**src/rtl/ack_type_dispatch.sv**
```systemverilog
// Steers typed command acks into CH_NUM per-type show-ahead FIFOs with valid/ready outputs.
// Latency: an ack written at edge N is presented after edge N+1. There is no input back-pressure; full or disabled channels drop and count.
module ack_type_dispatch #(
    parameter int DATA_W = 64,
    parameter int TYPE_W = 2,
    parameter int CH_NUM = 4,
    parameter int DEPTH  = 4,
    parameter int CNT_W  = 16
) (
    input  logic                       i_clk,
    input  logic                       i_rst,
    input  logic [TYPE_W+DATA_W-1:0]   iv_command_ack,
    input  logic                       i_command_ack_wr,
    input  logic [CH_NUM-1:0]          iv_ch_enable,
    input  logic                       i_cnt_clr,
    output logic [CH_NUM*DATA_W-1:0]   ov_rd_command_ack,
    output logic [CH_NUM-1:0]          o_rd_command_ack_wr,
    input  logic [CH_NUM-1:0]          i_rd_command_ack_rdy,
    output logic [CH_NUM*CNT_W-1:0]    ov_drop_cnt,
    output logic [CNT_W-1:0]           ov_unknown_cnt
);

    localparam int PTR_W = $clog2(DEPTH);
    localparam logic [TYPE_W:0]  LP_CH_NUM = (TYPE_W+1)'(CH_NUM);
    localparam logic [PTR_W:0]   LP_DEPTH  = (PTR_W+1)'(DEPTH);

    logic [TYPE_W-1:0] w_type;
    logic [DATA_W-1:0] w_payload;
    logic              w_type_known;
    logic              w_unknown;
    logic [CNT_W-1:0]  r_unknown_cnt;

    assign w_type       = iv_command_ack[TYPE_W+DATA_W-1:DATA_W];
    assign w_payload    = iv_command_ack[DATA_W-1:0];
    assign w_type_known = ({1'b0, w_type} < LP_CH_NUM);
    assign w_unknown    = i_command_ack_wr && !w_type_known;

    always_ff @(posedge i_clk) begin
        if (i_rst || i_cnt_clr) begin
            r_unknown_cnt <= '0;
        end else if (w_unknown && (r_unknown_cnt != '1)) begin
            r_unknown_cnt <= r_unknown_cnt + CNT_W'(1);
        end
    end

    assign ov_unknown_cnt = r_unknown_cnt;

    for (genvar k = 0; k < CH_NUM; k++) begin : g_ch
        logic [DATA_W-1:0] r_mem [DEPTH];
        logic [PTR_W-1:0]  r_wr_ptr;
        logic [PTR_W-1:0]  r_rd_ptr;
        logic [PTR_W:0]    r_count;
        logic              r_fresh;
        logic [CNT_W-1:0]  r_drop;
        logic              w_sel;
        logic              w_full;
        logic              w_vld;
        logic              w_pop;
        logic              w_push;
        logic              w_drop;

        assign w_sel  = i_command_ack_wr && (w_type == TYPE_W'(k));
        assign w_full = (r_count == LP_DEPTH);
        // A word landing in an empty FIFO is held back one cycle, giving the registered-output latency.
        assign w_vld  = (r_count != '0) && !r_fresh;
        assign w_pop  = w_vld && i_rd_command_ack_rdy[k];
        assign w_push = w_sel && iv_ch_enable[k] && (!w_full || w_pop);
        assign w_drop = w_sel && !w_push;

        always_ff @(posedge i_clk) begin
            if (w_push && !i_rst) begin
                r_mem[r_wr_ptr] <= w_payload;
            end
        end

        always_ff @(posedge i_clk) begin
            if (i_rst) begin
                r_wr_ptr <= '0;
                r_rd_ptr <= '0;
                r_count  <= '0;
                r_fresh  <= 1'b0;
            end else begin
                if (w_push) begin
                    r_wr_ptr <= r_wr_ptr + PTR_W'(1);
                end
                if (w_pop) begin
                    r_rd_ptr <= r_rd_ptr + PTR_W'(1);
                end
                case ({w_push, w_pop})
                    2'b10:   r_count <= r_count + (PTR_W+1)'(1);
                    2'b01:   r_count <= r_count - (PTR_W+1)'(1);
                    default: r_count <= r_count;
                endcase
                r_fresh <= w_push && (r_count == '0);
            end
        end

        always_ff @(posedge i_clk) begin
            if (i_rst || i_cnt_clr) begin
                r_drop <= '0;
            end else if (w_drop && (r_drop != '1)) begin
                r_drop <= r_drop + CNT_W'(1);
            end
        end

        assign o_rd_command_ack_wr[k]              = w_vld;
        assign ov_rd_command_ack[k*DATA_W +: DATA_W] = w_vld ? r_mem[r_rd_ptr] : '0;
        assign ov_drop_cnt[k*CNT_W +: CNT_W]         = r_drop;
    end

endmodule

```
**config.mk**
```make
export PLATFORM = sky130hd
export DESIGN_NAME = ack_type_dispatch
export DESIGN_NICKNAME = d
export VERILOG_FILES = /design/src/rtl/ack_type_dispatch.sv
export SDC_FILE = /design/constraint.sdc
export NUM_CORES = 1
export LEC_CHECK = 0
export ABC_AREA = 1
export CORE_AREA = 8 8 278 280
export CTS_BUF_LIST = sky130_fd_sc_hd__clkbuf_4
export CTS_CLUSTER_DIAMETER = 60
export DETAILED_ROUTE_END_ITERATION = 8
export DIE_AREA = 0 0 286 288
export PLACE_DENSITY = 0.83
export SLEW_MARGIN = 20
export SYNTH_ARGS = -nofsm -noshare
export SYNTH_HDL_FRONTEND = slang
export SYNTH_SLANG_ARGS = --single-unit
export TNS_END_PERCENT = 50
```
**constraint.sdc**
```tcl
create_clock -name i_clk -period 9.39 [get_ports i_clk]
set_clock_uncertainty 0.2 [all_clocks]
set_input_delay 2.817 -clock i_clk [delete_from_list [all_inputs] [get_ports i_clk]]
set_output_delay 2.817 -clock i_clk [all_outputs]
set_load 0.1 [all_outputs]
```
==> results.cfg <==
[die]
die_area_um2 = 82400
ios = 418
core_um2 = 72600
die_h_um = 288
std_cell_rows = 99
start_util_pct = 62.7
dieWidth_um = 286

[routing]
drt-total-wl_mm = 128
via_per_inst = 5.93
drt_iter0_drc = 3954
ant_nets = 0
wl_per_cell_um = 23.0
vias = 33100
drc = 0
drt_first_pass_iters = 6

[sta]
tightest_slew_ns = 1.18
setup_viol = 0
max_freq_mhz = 123
tns_ns = 0
min_period_ns = 8.10
slew-limit-headroom_pct = 21.3
worst_slack_ns = 1.29
hold_viol = 0
drv_slew = 0
fin_crit_sh_pct = 86.2
rsz0062_at_grt = no

[global_routing]
grt_pass1_wl_mm = 191
grt_max_degree = 105
grt_use_met2_pct = 49.6
grt_usage_pct = 30.4
grt_util_met1_pct = 38.6
grt_pass1_vias = 33100
top_usage_layer = met2
antenna_found_initial = 1
met3_usage_pct = 7.21
gr-total-overflow = 0

[cts]
cts_max_path_buffers = 4
cts.repair.resized = 0
cts-htree-levels = 5
clkSinkCount = 1128
cts_tree = yes
clkTransAtPathRegs_ns = 0.07
clk_latency_ns = 1.10
cts-hold-fix-buffers = 0
post_cts.repair.setup_buffers = 0
cts_buffers = 291
root_buffer = clkbuf_4

[power_and_ir_drop]
seqPwrFrac_pct = 33.9
p_clk_share_pct = 24.0
intPower_uw = 8910
powerDensity_nw_per_um2 = 310
ir_worst_vdd_mv = 0.465
power.switching_uw = 7760
netSwitchingFraction_pct = 46.5
combPwrFrac_pct = 42.1
p_leak_uw = 0.0183

[layout]
mostFrequentLayoutCell = nor2_1
stdcell_area_um2 = 53700
synthToLayoutAreaGrowth_pct = 17.9
drive_above_1_share_pct = 12.2
nNetsFinal = 4549
layout_common_cells = 1106 x nor2_1, 1024 x edfxtp_1, 525 x o21ai_0
fin_util_pct = 73.9

[synth]
synth-seq-cells = 1128
syn_inst = 3930
synth_top_area_share_pct = 67.5
synth_area_um2 = 45500
synth_area_leaders = edfxtp_1 68%, nor2_1 9.2%, o21ai_0 5.8%, dfxtp_1 4.6%, a21oi_1 3.7%
ys_types = 35
synth_area_per_cell_um2 = 11.6
yosysWarnings = 0
synth-seq-area-share_pct = 72.1
yosysTopAreaCell = edfxtp_1

[place]
placed_cell_area_um2 = 50200
place_congestion = 0.856
dp_slack_ns = 2.42
dpl.hpwl_mm = 73.3
port_buffers = 401

[setup_path]
required_ns = 6.37
endpoint = ov_rd_command_ack[20]
reg2reg_to = g_ch[3].r_mem[1][11]
r2r_start = g_ch[3].r_fresh
reg2reg_depth = 6
worstSetupPathType = reg2out
start_kind = flop
regToRegSetupSlack_ns = 5.94
cp.arrival_ns = 5.08
cp-end-kind = primary output
cp_max_fo = 77

[outcome]
outcome = complete, no violations

[job]
max-cap-violations = 0

[min_path]
hold_path_class = reg2reg
whs_path_depth = 1
==> Yosys cell counts, drive strengths merged <==
cell type  count
conb           1
o21ai        535
xnor2         28
a21oi        347
clkbuf        95
ha            20
inv          128
nor3           5
nand2        256
dfxtp        104
buf          136
o211ai         4
nand4         27
xor2          14
nand3         64
nor2        1135
fa             4
a21boi         3
edfxtp      1024
==> per-layer routing <==
metal | vias up | share of wire, %
met5 | - | 0
met4 | 0 | 3.9
met3 | 282 | 11
met2 | 2226 | 49
met1 | 15800 | 36
li1 | 14800 | -
==> cell type report <==
class                      instances  area (um2)
sequential                      1128       32900
tap                              959        1200
fill                            4678       18900
clock inverter                    54         287
timing repair buffer             440        4340
antenna                            2        5.00
clock buffer                     418        3140
multi-input combinational       2458       11400
inverter                         128         487
==> power by group through the flow <==
stage                     clock [uW]  combinational [uW]  sequential, uW
after floorplan                    0                5210            5650
after global placement             0                6900            5750
after detailed placement           0                6960            5760
after CTS                       4050                7000            5650
after global routing            4330                7210            5660
final                           4000                7010            5650
==> worst min-delay path by stage <==
stage | slack (ns) | from | to
2_1_floorplan | 0.24 | g_ch[3].r_rd_ptr[1] | flop
3_3_place_gp | 0.24 | g_ch[2].r_rd_ptr[1] | flop
3_5_place_dp | 0.25 | g_ch[3].r_rd_ptr[0] | flop
4_1_cts | 0.24 | g_ch[0].r_rd_ptr[0] | flop
5_1_grt | 0.27 | g_ch[0].r_rd_ptr[0] | flop
6_report | 0.23 | g_ch[0].r_rd_ptr[0] | flop
==> sequential cells by signal (all words and copies together), names as in the netlist, named ones only <==
name	flops
g_ch.r_wr_ptr	8
g_ch.r_fresh	4
g_ch.r_count	12
g_ch.r_rd_ptr	8
g_ch.r_drop	64
g_ch.r_mem	1024
==> cells by family after synthesis <==
family                   share of synthesized area [%]
XOR/XNOR                                         0.808
buffers and inverters                             3.41
AO/OA/AOI/OAI                                     9.88
adder cells (fa/ha/maj)                          0.725
other                                          0.00824
flip-flops                                        72.1
AND/OR/NAND/NOR                                   13.1
==> critical path, cell delays in order (launching register included) <==
cell and delay (ns):
dfxtp_4 0.70, clkinv_2 1.01, buf_4 0.66, o21ai_0 0.31
a21oi_1 0.14, clkdlybuf4s50_1 1.06
==> through the flow <==
stage,hold WS [ns],std cells,power [uW]
2_1_floorplan,0.236,3945,10900
4_1_cts,0.241,5584,16700
5_1_grt,0.272,5587,17200
3_3_place_gp,0.237,5112,12700
6_report,0.234,5587,16700
3_5_place_dp,0.248,5112,12700
(Power assumes the default switching activity.)
